<file path="src/rtl/if_stage.sv">
// Instruction fetch stage: owns the PC, issues in-order word fetches over req/gnt/rvalid,
// buffers responses in a small FIFO and drives the IF/ID register toward decode.
`ifndef INST_WIDTH
`define INST_WIDTH 32
`endif
`ifndef INST_ADDR_WIDTH
`define INST_ADDR_WIDTH 32
`endif

module if_stage #(
  parameter logic [`INST_ADDR_WIDTH-1:0] RESET_PC    = 32'h0000_0000,
  parameter int                          FETCH_DEPTH = 2,
  parameter logic [`INST_WIDTH-1:0]      NOP_INST    = 32'h0000_0013
) (
  input  logic                        clk,
  input  logic                        rst,
  output logic                        imem_req_o,
  output logic [`INST_ADDR_WIDTH-1:0] imem_addr_o,
  input  logic                        imem_gnt_i,
  input  logic                        imem_rvalid_i,
  input  logic [`INST_WIDTH-1:0]      imem_rdata_i,
  input  logic                        stall_i,
  input  logic                        redirect_i,
  input  logic [`INST_ADDR_WIDTH-1:0] redirect_addr_i,
  output logic [`INST_WIDTH-1:0]      inst_o,
  output logic [`INST_ADDR_WIDTH-1:0] inst_addr_o,
  output logic                        inst_valid_o
);
  localparam int IW = `INST_WIDTH;
  localparam int AW = `INST_ADDR_WIDTH;
  localparam int CW = $clog2(FETCH_DEPTH + 1);
  localparam int PW = (FETCH_DEPTH > 1) ? $clog2(FETCH_DEPTH) : 1;
  localparam logic [CW:0]   DEPTH_W = (CW + 1)'(FETCH_DEPTH);
  localparam logic [PW-1:0] LAST    = PW'(FETCH_DEPTH - 1);

  logic [AW-1:0] r_pc;
  logic [CW-1:0] r_out, r_drop, r_cnt;
  logic [PW-1:0] r_wp, r_rp, r_aw, r_ar;
  logic [IW-1:0] r_fd [FETCH_DEPTH];
  logic [AW-1:0] r_fa [FETCH_DEPTH];
  logic [AW-1:0] r_pa [FETCH_DEPTH];
  logic [IW-1:0] r_inst;
  logic [AW-1:0] r_inst_addr;
  logic          r_valid;

  logic          w_req, w_gnt, w_rsp, w_drop_rsp, w_live, w_empty;
  logic          w_bypass, w_push, w_pop;
  logic [CW-1:0] w_out_nxt;
  logic [AW-1:0] w_rsp_addr, w_redir_pc;

  function automatic logic [PW-1:0] inc(input logic [PW-1:0] p);
    return (p == LAST) ? '0 : p + PW'(1);
  endfunction

  // Credit: in-flight fetches plus buffered responses never exceed the FIFO depth.
  assign w_req      = !rst && !redirect_i && (({1'b0, r_out} + {1'b0, r_cnt}) < DEPTH_W);
  assign w_gnt      = w_req && imem_gnt_i;
  assign w_rsp      = imem_rvalid_i && (r_out != '0);
  assign w_drop_rsp = w_rsp && (r_drop != '0);
  assign w_live     = w_rsp && !w_drop_rsp;
  assign w_empty    = (r_cnt == '0);
  assign w_bypass   = w_live && w_empty && !stall_i;
  assign w_push     = w_live && !w_bypass && !redirect_i;
  assign w_pop      = !stall_i && !redirect_i && !w_empty;
  assign w_out_nxt  = r_out + CW'(w_gnt) - CW'(w_rsp);
  assign w_rsp_addr = r_pa[r_ar];
  assign w_redir_pc = redirect_addr_i & ~AW'(3);

  always_ff @(posedge clk or posedge rst) begin
    if (rst) begin
      r_pc        <= RESET_PC;
      r_out       <= '0;
      r_drop      <= '0;
      r_cnt       <= '0;
      r_wp        <= '0;
      r_rp        <= '0;
      r_aw        <= '0;
      r_ar        <= '0;
      r_inst      <= NOP_INST;
      r_inst_addr <= '0;
      r_valid     <= 1'b0;
      for (int i = 0; i < FETCH_DEPTH; i++) begin
        r_fd[i] <= '0;
        r_fa[i] <= '0;
        r_pa[i] <= '0;
      end
    end else begin
      r_out <= w_out_nxt;
      // Granted addresses travel with their responses, dropped or not.
      if (w_gnt) begin
        r_pa[r_aw] <= r_pc;
        r_aw       <= inc(r_aw);
      end
      if (w_rsp) r_ar <= inc(r_ar);

      if (redirect_i) begin
        r_pc    <= w_redir_pc;
        r_drop  <= w_out_nxt;
        r_cnt   <= '0;
        r_wp    <= '0;
        r_rp    <= '0;
        r_inst  <= NOP_INST;
        r_valid <= 1'b0;
      end else begin
        if (w_gnt) r_pc <= r_pc + AW'(4);
        r_drop <= r_drop - CW'(w_drop_rsp);
        r_cnt  <= r_cnt + CW'(w_push) - CW'(w_pop);
        if (w_push) begin
          r_fd[r_wp] <= imem_rdata_i;
          r_fa[r_wp] <= w_rsp_addr;
          r_wp       <= inc(r_wp);
        end
        if (w_pop) r_rp <= inc(r_rp);
        if (!stall_i) begin
          if (w_pop) begin
            r_inst      <= r_fd[r_rp];
            r_inst_addr <= r_fa[r_rp];
            r_valid     <= 1'b1;
          end else if (w_bypass) begin
            r_inst      <= imem_rdata_i;
            r_inst_addr <= w_rsp_addr;
            r_valid     <= 1'b1;
          end else begin
            r_inst  <= NOP_INST;
            r_valid <= 1'b0;
          end
        end
      end
    end
  end

  assign imem_req_o   = w_req;
  assign imem_addr_o  = r_pc;
  assign inst_o       = r_inst;
  assign inst_addr_o  = r_inst_addr;
  assign inst_valid_o = r_valid;

  a_no_orphan_rvalid: assert property (@(posedge clk) disable iff (rst)
    imem_rvalid_i |-> (r_out != '0));
endmodule

</file>
<file path="config.mk">
export PLATFORM = sky130hd
export DESIGN_NAME = if_stage
export DESIGN_NICKNAME = d
export VERILOG_FILES = /design/src/rtl/if_stage.sv
export SDC_FILE = /design/constraint.sdc
export NUM_CORES = 1
export LEC_CHECK = 0
export CAP_MARGIN = 0
export CELL_PAD_IN_SITES_DETAIL_PLACEMENT = 1
export CELL_PAD_IN_SITES_GLOBAL_PLACEMENT = 1
export CORE_MARGIN = 5
export CORE_UTILIZATION = 45
export DETAILED_ROUTE_END_ITERATION = 8
export MAX_ROUTING_LAYER = met4
export PLACE_DENSITY_LB_ADDON = 0.1
export SLEW_MARGIN = 30
export SYNTH_ARGS = -nofsm -noshare
export SYNTH_HDL_FRONTEND = slang
export SYNTH_SLANG_ARGS = --single-unit
</file>
<file path="constraint.sdc">
create_clock -name clk -period 12.1 [get_ports clk]
set_input_delay 1.21 -clock clk [delete_from_list [all_inputs] [get_ports clk]]
set_output_delay 1.21 -clock clk [all_outputs]
set_load 0.05 [all_outputs]
</file>
==> results of run 1 <==
[state kept, by name, indices dropped and copies added, names as in the netlist]
name          count
imem_addr_o      30
r_ar              1
r_wp              1
r_fa             60
r_pa             60
r_aw              1
inst_o           32
r_fd             64
r_drop            2
inst_valid_o      1
r_rp              1
r_cnt             2
r_out             2
inst_addr_o      30
[worst register-to-register path: stages (launching register included)]
cell	delay, ns
dfrtp_1	0.44
and2_1	0.19
fa_1	0.52
or4b_1	0.66
nor4_1	0.81
nor4b_2	0.38
xnor2_1	0.17
o21ai_1	0.08
[kinds of logic after synthesis]
logic type / Yosys count / share of synthesized area [%]
flops: 287 / 56.49
mux: 215 / 19.32
simple gates: 208 / 7.446
compound gates: 200 / 10.25
buf+inv: 87 / 3.305
xor+xnor: 35 / 2.410
fa+ha+maj: 7 / 0.7476
other cells: 1 / 0.02948
[layer usage]
metal  track usage (%)  up-vias  share of wire, %
li1                  -     4023                 -
met1             30.44     4631                46
met2             35.75      190                48
met3             3.158       34               4.0
met4             5.060        0               1.6
met5                 -        -                 0
[synthesized netlist by cell type (7+ instances only)]
| cell | count | area, um2 |
|---|---|---|
| inv_1 | 7 | 26.28 |
| nand3_1 | 13 | 65.06 |
| mux2_4 | 30 | 450.4 |
| nor2_1 | 69 | 259.0 |
| nand2_1 | 80 | 300.3 |
| buf_2 | 18 | 90.09 |
| a21oi_1 | 37 | 185.2 |
| dfrtp_1 | 284 | 7107 |
| a222oi_1 | 29 | 290.3 |
| o22ai_1 | 33 | 206.5 |
| o21ai_0 | 69 | 345.3 |
| nand4_1 | 11 | 68.82 |
| mux2_2 | 124 | 1396 |
| clkbuf_1 | 45 | 168.9 |
| xnor2_1 | 16 | 140.1 |
| a22o_1 | 30 | 262.8 |
| buf_1 | 9 | 33.78 |
| xor2_1 | 19 | 166.4 |
| mux2i_1 | 61 | 610.6 |
[area by class of cell]
cell class	instances	area (um2)
clock buffers	57	1071
fillers	2830	12160
clock inverters	1	7.507
diodes	2	5.005
multi-input cells	669	5179
repair buffers	177	1729
inverters	7	38.79
flip-flops and latches	287	7191
well taps	378	473.0
[metrics by stage]
| step | area [um2] | instances | total power, W | hold WS [ns] |
|---|---|---|---|---|
| global placement | 14580 | 1518 | 0.002668 | 0.4607 |
| floorplan | 12730 | 1043 | 0.002337 | 0.4492 |
| CTS | 15690 | 1576 | 0.003733 | 0.4835 |
| finish | 15690 | 1578 | 0.003695 | 0.4799 |
| detailed placement | 14610 | 1518 | 0.002721 | 0.4711 |
| global route | 15690 | 1578 | 0.003903 | 0.5116 |
[worst min path at each step]
stage | end | cells after the start
2_1_floorplan | r_pa[46] | 2
5_1_grt | r_fd[2] | 1
3_3_place_gp | r_fa[2] | 2
4_1_cts | r_fa[18] | 2
3_5_place_dp | r_fa[18] | 2
6_report | r_fa[18] | 2
[power by group]
part	internal [W]	leakage [nW]	total, W	switching, W
clock	0.000600	0.522	0.000987	0.000388
sequential	0.00129	3.69	0.00149	0.000200
combinational	0.000542	2.64	0.00122	0.000677
==> summary.md, run 1 <==
| Metric | Value |
|---|---|
| Setup_tns | 0 ns |
| Area grow syn2layout | 23.38% |
| Routed length per instance | 21.32 um |
| Layout Nets | 1,253 |
| Pin count of the biggest net entering global routing | 160 |
| Initial antenna violation count | 2 |
| Launch point of the worst path | rst |
| Antenna Nets Post-Route | 0 |
| Crit path depth | 3 |
| H-tree depth | 2 |
| Skew-Pair Late Insertion Delay | 0.51 ns |
| Hold Violations, Final | 0 |
| Yosys cell types | 39 |
| Fin crit period | 4.532 ns |
| Drt first pass iters | 6 |
| CTS tree | built |
| Global-route wire length before repair | 54,860 um |
| Leak | 6.851 nW |
| Min-delay src | r_fa[18] |
| Synthesis warning total | 0 |
| Worst setup SP type | input pin |
| CTS clk-pin slew, worst paths | 0.06 ns |
| VDD IR max | 0.0001190 V |
| Commonest non-fill, non-tap cells in the layout | dfrtp_1, clkdlybuf4s50_1, mux2_2 |
| CP max FO | 4 |
| WS Path Type | input pin to output pin |
| Worst R2R Setup Slack | 8.73 ns |
| Most frequent CP cell | clkdlybuf4s50_1 |
| Post-CTS Setup Inserts | 0 |
| CP max stage delay | 0.96 ns |
| Top_reg_cell synth | dfrtp_1 |
| #FFs+latches synth | 287 |
| DIE HEIGHT | 178.1 um |
| FP Rows | 61 |
| Syn_area_per_cell | 12.23 um2 |
| CTS resizes | 0 |
| Pwr dens | 235.5 nW/um2 |
| Bufs and invs on worst path | 2 |
| Layout cells sized above 1 | 19.70% |
| Register area share after synthesis | 56.49% |
| Outcome | complete, no violations |
| Crit path capture type | output pin |
| Slew margin rel. | 35.38% |
| Family with the most delay on the worst path | buffers and inverters |
| Core ar. | 27,860 um2 |
| Max Slew Vio Count | 0 |
| Async set-reset flop share out of synthesis | 100.0% |
| Remaining DRCs | 0 |
| DP HPWL | 20,310 um |
| TritonCTS Sinks | 287 |
| Required @ worst endpoint | 10.89 ns |
| GR Util All Layers | 22.28% |
| Initial DRC Count | 537 |
| Syn Inst Count | 1,040 |
| Gr ovfl total | 0 |
| Slowest-stage cell, CP | clkdlybuf4s50_1 |
| R2r endpoint | imem_addr_o[21] |
| CTS root buf | clkbuf_16 |
| Via count | 8,878 |
| CP cell instances | clkdlybuf4s50_1, nor4_1, clkdlybuf4s50_1 |
| FMAX | 0.2207 GHz |
| DIE AREA | 31,730 um2 |
| Pre-CTS WS | 7.591 ns |
| Utilization after layout | 56.34% |
| Final worst-path cycle share | 37.45% |
| Via density | 5.626 |
| Cts bufs inserted | 34 |
| Worst r2r src | r_cnt[0] |
| Final Setup Violations | 0 |
| Clock buffer depth | 3 |
| HP Class | flip-flop to flip-flop |
| Initial Util | 45.66% |
| Number of synthesized flops with an enable pin | 0 |
| Hold buffers post-CTS | 0 |
| Gpl congestion | 0.7507 |
| Worst-Margin Slew | 0.9604 ns |
| FF-to-FF path depth | 7 |
| # Max-Cap Violations | 0 |
| Die W | 178.1 um |
| Mapped cell area | 12,720 um2 |
| Total length of routed wires | 33,650 um |
| Commonest non-fill, non-tap cell in the layout | dfrtp_1 |
| RSZ-0062 raised after global routing | no |
| I/O pin count | 168 |
| Fin worst setup slack | 7.568 ns |
| CP endpoint | imem_req_o |
| Number of global-route vias before repair | 9,800 |
| Setup Skew | 0.01546 ns |
| Worst Path Arrival | 3.32 ns |
| Port bufs | 161 |
(Power assumes the default switching activity.)
==> run 2, diff against run 1 <==
--- a/config.mk
+++ b/config.mk
@@ -9,7 +9,7 @@
 export CELL_PAD_IN_SITES_DETAIL_PLACEMENT = 1
 export CELL_PAD_IN_SITES_GLOBAL_PLACEMENT = 1
 export CORE_MARGIN = 5
-export CORE_UTILIZATION = 45
+export CORE_UTILIZATION = 40
 export DETAILED_ROUTE_END_ITERATION = 8
 export MAX_ROUTING_LAYER = met4
 export PLACE_DENSITY_LB_ADDON = 0.1
==> constraint.sdc (replaced) <==
create_clock -name clk -period 3.92 [get_ports clk]
set_input_delay 0.392 -clock clk [delete_from_list [all_inputs] [get_ports clk]]
set_output_delay 0.392 -clock clk [all_outputs]
set_load 0.05 [all_outputs]
==> run 2 against run 1 <==
Against the previous run:
- clock power rose to 3.2 times the previous value
- flip-flop and latch count unchanged
- final cell count up 2.1%
- global-route usage down 2.9 points
- clock skew up 0.0091 ns
- die area up 12%
- highest routed layer unchanged
==> summary.md, run 2 (same netlist as run 1, synthesis figures left out) <==
| Metric | Value |
|---|---|
| H-tree depth | 2 (unchanged) |
| Outcome | complete, no violations |
| Final Setup Violations | 0 (unchanged) |
| Required @ worst endpoint | 3.53 ns (-7.36 ns) |
| Tot Pwr | 0.01148 W (+210%) |
| Crit path depth | 4 (+1) |
| Commonest non-fill, non-tap cells in the layout | dfrtp_1, clkdlybuf4s50_1, mux2_2 |
| Setup_tns | 0 ns (unchanged) |
| Core ar. | 31,470 um2 (+13%) |
| Port bufs | 161 (unchanged) |
| Remaining DRCs | 0 (unchanged) |
| DP HPWL | 21,130 um (+4.1%) |
| Fin crit period | 3.329 ns |
| Post-CTS Setup Inserts | 0 (unchanged) |
| CTS tree | built |
| Gpl congestion | 0.7492 (-0.20%) |
| Layout filler cell count | 3,213 (+14%) |
| Global-route wire length before repair | 54,100 um (-1.4%) |
| I/O pin count | 168 (unchanged) |
| Clock buffer depth | 3 (unchanged) |
| Area grow syn2layout | 24.35% |
| Hold buffers post-CTS | 0 (unchanged) |
| Pin count of the biggest net entering global routing | 92 (-43%) |
| TritonCTS Sinks | 287 (unchanged) |
| DIE HEIGHT | 188.3 um (+5.7%) |
| CTS clk-pin slew, worst paths | 0.06 ns (about the same) |
| GR Util All Layers | 19.38% (-2.9 points) |
| Initial DRC Count | 444 (-17%) |
| VDD IR max | 0.0003857 V (+220%) |
| Commonest non-fill, non-tap cell in the layout | dfrtp_1 |
| Slowest-stage cell, CP | clkdlybuf4s50_1 |
| Slew margin rel. | 35.84% (+0.46 points) |
| # Max-Cap Violations | 0 (unchanged) |
| Number of global-route vias before repair | 9,674 (-1.3%) |
| Pre-CTS WS | 0.9684 ns (-6.623 ns) |
| Max reg flops | 64 (unchanged) |
| WS Path Type | flip-flop to output pin |
| Placed standard-cell area | 14,700 um2 (+0.62%) |
| FF-to-FF path depth | 6 (-1) |
| CP max FO | 4 (unchanged) |
| Layout Nets | 1,261 (+0.64%) |
| Cells after DPL | 1,549 (+2.0%) |
| Setup Skew | 0.02455 ns (+0.009091 ns) |
| CTS resizes | 0 (unchanged) |
| FMAX | 0.3004 GHz |
| HP Class | input pin to flip-flop |
| Hold Violations, Final | 0 (unchanged) |
| FP Rows | 65 (+6.6%) |
| Family with the most delay on the worst path | buffers and inverters |
| Pwr dens | 725.6 nW/um2 (+210%) |
| Worst Path Arrival | 2.94 ns (-0.38 ns) |
| Max Slew Vio Count | 0 (unchanged) |
| Via count | 8,805 (-0.82%) |
| Initial antenna violation count | 0 (-2) |
| RSZ-0062 raised after global routing | no |
| CP cell instances | and2_1, fa_1, nor4_2, clkdlybuf4s50_1 |
| Bufs and invs on worst path | 1 (-1) |
| Antenna Nets Post-Route | 0 (unchanged) |
| CTS root buf | clkbuf_16 |
| Initial Util | 40.41% (-5.2 points) |
| Worst-Margin Slew | 0.9624 ns (+0.002008 ns) |
| Routed length per instance | 20.87 um (-2.1%) |
| Cts bufs inserted | 35 (+2.9%) |
| Final worst-path cycle share | 84.91% |
| Largest regs | r_fd x64, r_fa x60, r_pa x60 |
| CP max stage delay | 0.92 ns (-0.04 ns) |
| DIE AREA | 35,470 um2 (+12%) |
| Post-Layout Inst Area | 15,820 um2 (+0.78%) |
| Worst setup SP type | flip-flop |
| Skew-Pair Late Insertion Delay | 0.52 ns (about the same) |
| Largest register by flop count | r_fd |
| Fin worst setup slack | 0.5914 ns (-6.977 ns) |
| Hold Path Cell Cnt | 2 (unchanged) |
| Gr ovfl total | 0 (unchanged) |
| Total length of routed wires | 33,620 um (about the same) |
| Layout cells sized above 1 | 20.68% (+0.98 points) |
| Via density | 5.466 (-2.9%) |
| Ant diodes | 0 (-2) |
| Non-filler cells, final | 1,611 (+2.1%) |
| Leak | 6.906 nW (+0.81%) |
| Drt first pass iters | 6 (unchanged) |
| Die W | 188.3 um (+5.7%) |
| Crit path capture type | output pin |
run 2: changes by cell type in the layout (fill, tap and decap cells not counted), sizes merged:
cell / delta
clkbuf: -5
clkinv: +4
diode: -2
inv: +3
buf: +8
clkdlybuf4s50: -1
bufinv: +2
run 2: final timing paths:
check / from / slack [ns] / endpoint
max in group asynchronous: rst / 2.56 / r_ar
min in group asynchronous: rst / 0.44 / r_fa[46]
hold / removal: redirect_i / 0.37 / r_cnt[0]
setup reg to reg: r_cnt[0] / 1.00 / r_pa[10]
setup / recovery: r_cnt[0] / 0.59 / imem_req_o
hold reg to reg: r_pa[14] / 0.48 / r_pa[14]
run 2: worst register-to-register path: cells and delay by family (launching register included):
kind / cells / cell delay, ns
simple gates: 3 / 1.08
buf+inv: 1 / 0.45
fa+ha+maj: 1 / 0.49
mux: 1 / 0.33
flops: 1 / 0.44
run 2: report_power, final:
| group | leakage, nW | total (W) | internal (W) | switching (W) |
|---|---|---|---|---|
| Clock | 0.549 | 0.00315 | 0.00190 | 0.00125 |
| Sequential | 3.69 | 0.00468 | 0.00398 | 0.000703 |
| Combinational | 2.67 | 0.00364 | 0.00167 | 0.00197 |
| Total | 6.91 | 0.0115 | 0.00755 | 0.00392 |
run 2: per-layer routing:
metal  routed length, um  part of all wire (%)  up-vias  GRT usage [%]
met1               16060                    48     4568          26.10
met2               15960                    47      149          31.46
li1                    -                     -     4044              -
met4                 575                   1.7        0          4.232
met3                1015                   3.0       44          2.927
met5                   0                     0        -              -
run 2: area by class of cell:
cell class,instances,area (um2),share of cell area [%]
sequential,287,7193,45.48
clock buffer,52,999.7,6.321
tap,402,503.0,3.180
clock inverter,10,115.1,0.7278
inverter,7,30.03,0.1899
multi-input combinational,669,5161,32.63
timing repair buffer,184,1814,11.47
run 2: stage by stage:
stage | hold WS (ns) | util [%]
after global routing | 0.3703 | 50.25
after CTS | 0.3474 | 50.25
final | 0.3737 | 50.25
after global placement | 0.4608 | 46.70
after detailed placement | 0.4705 | 46.71
after floorplan | 0.4492 | -
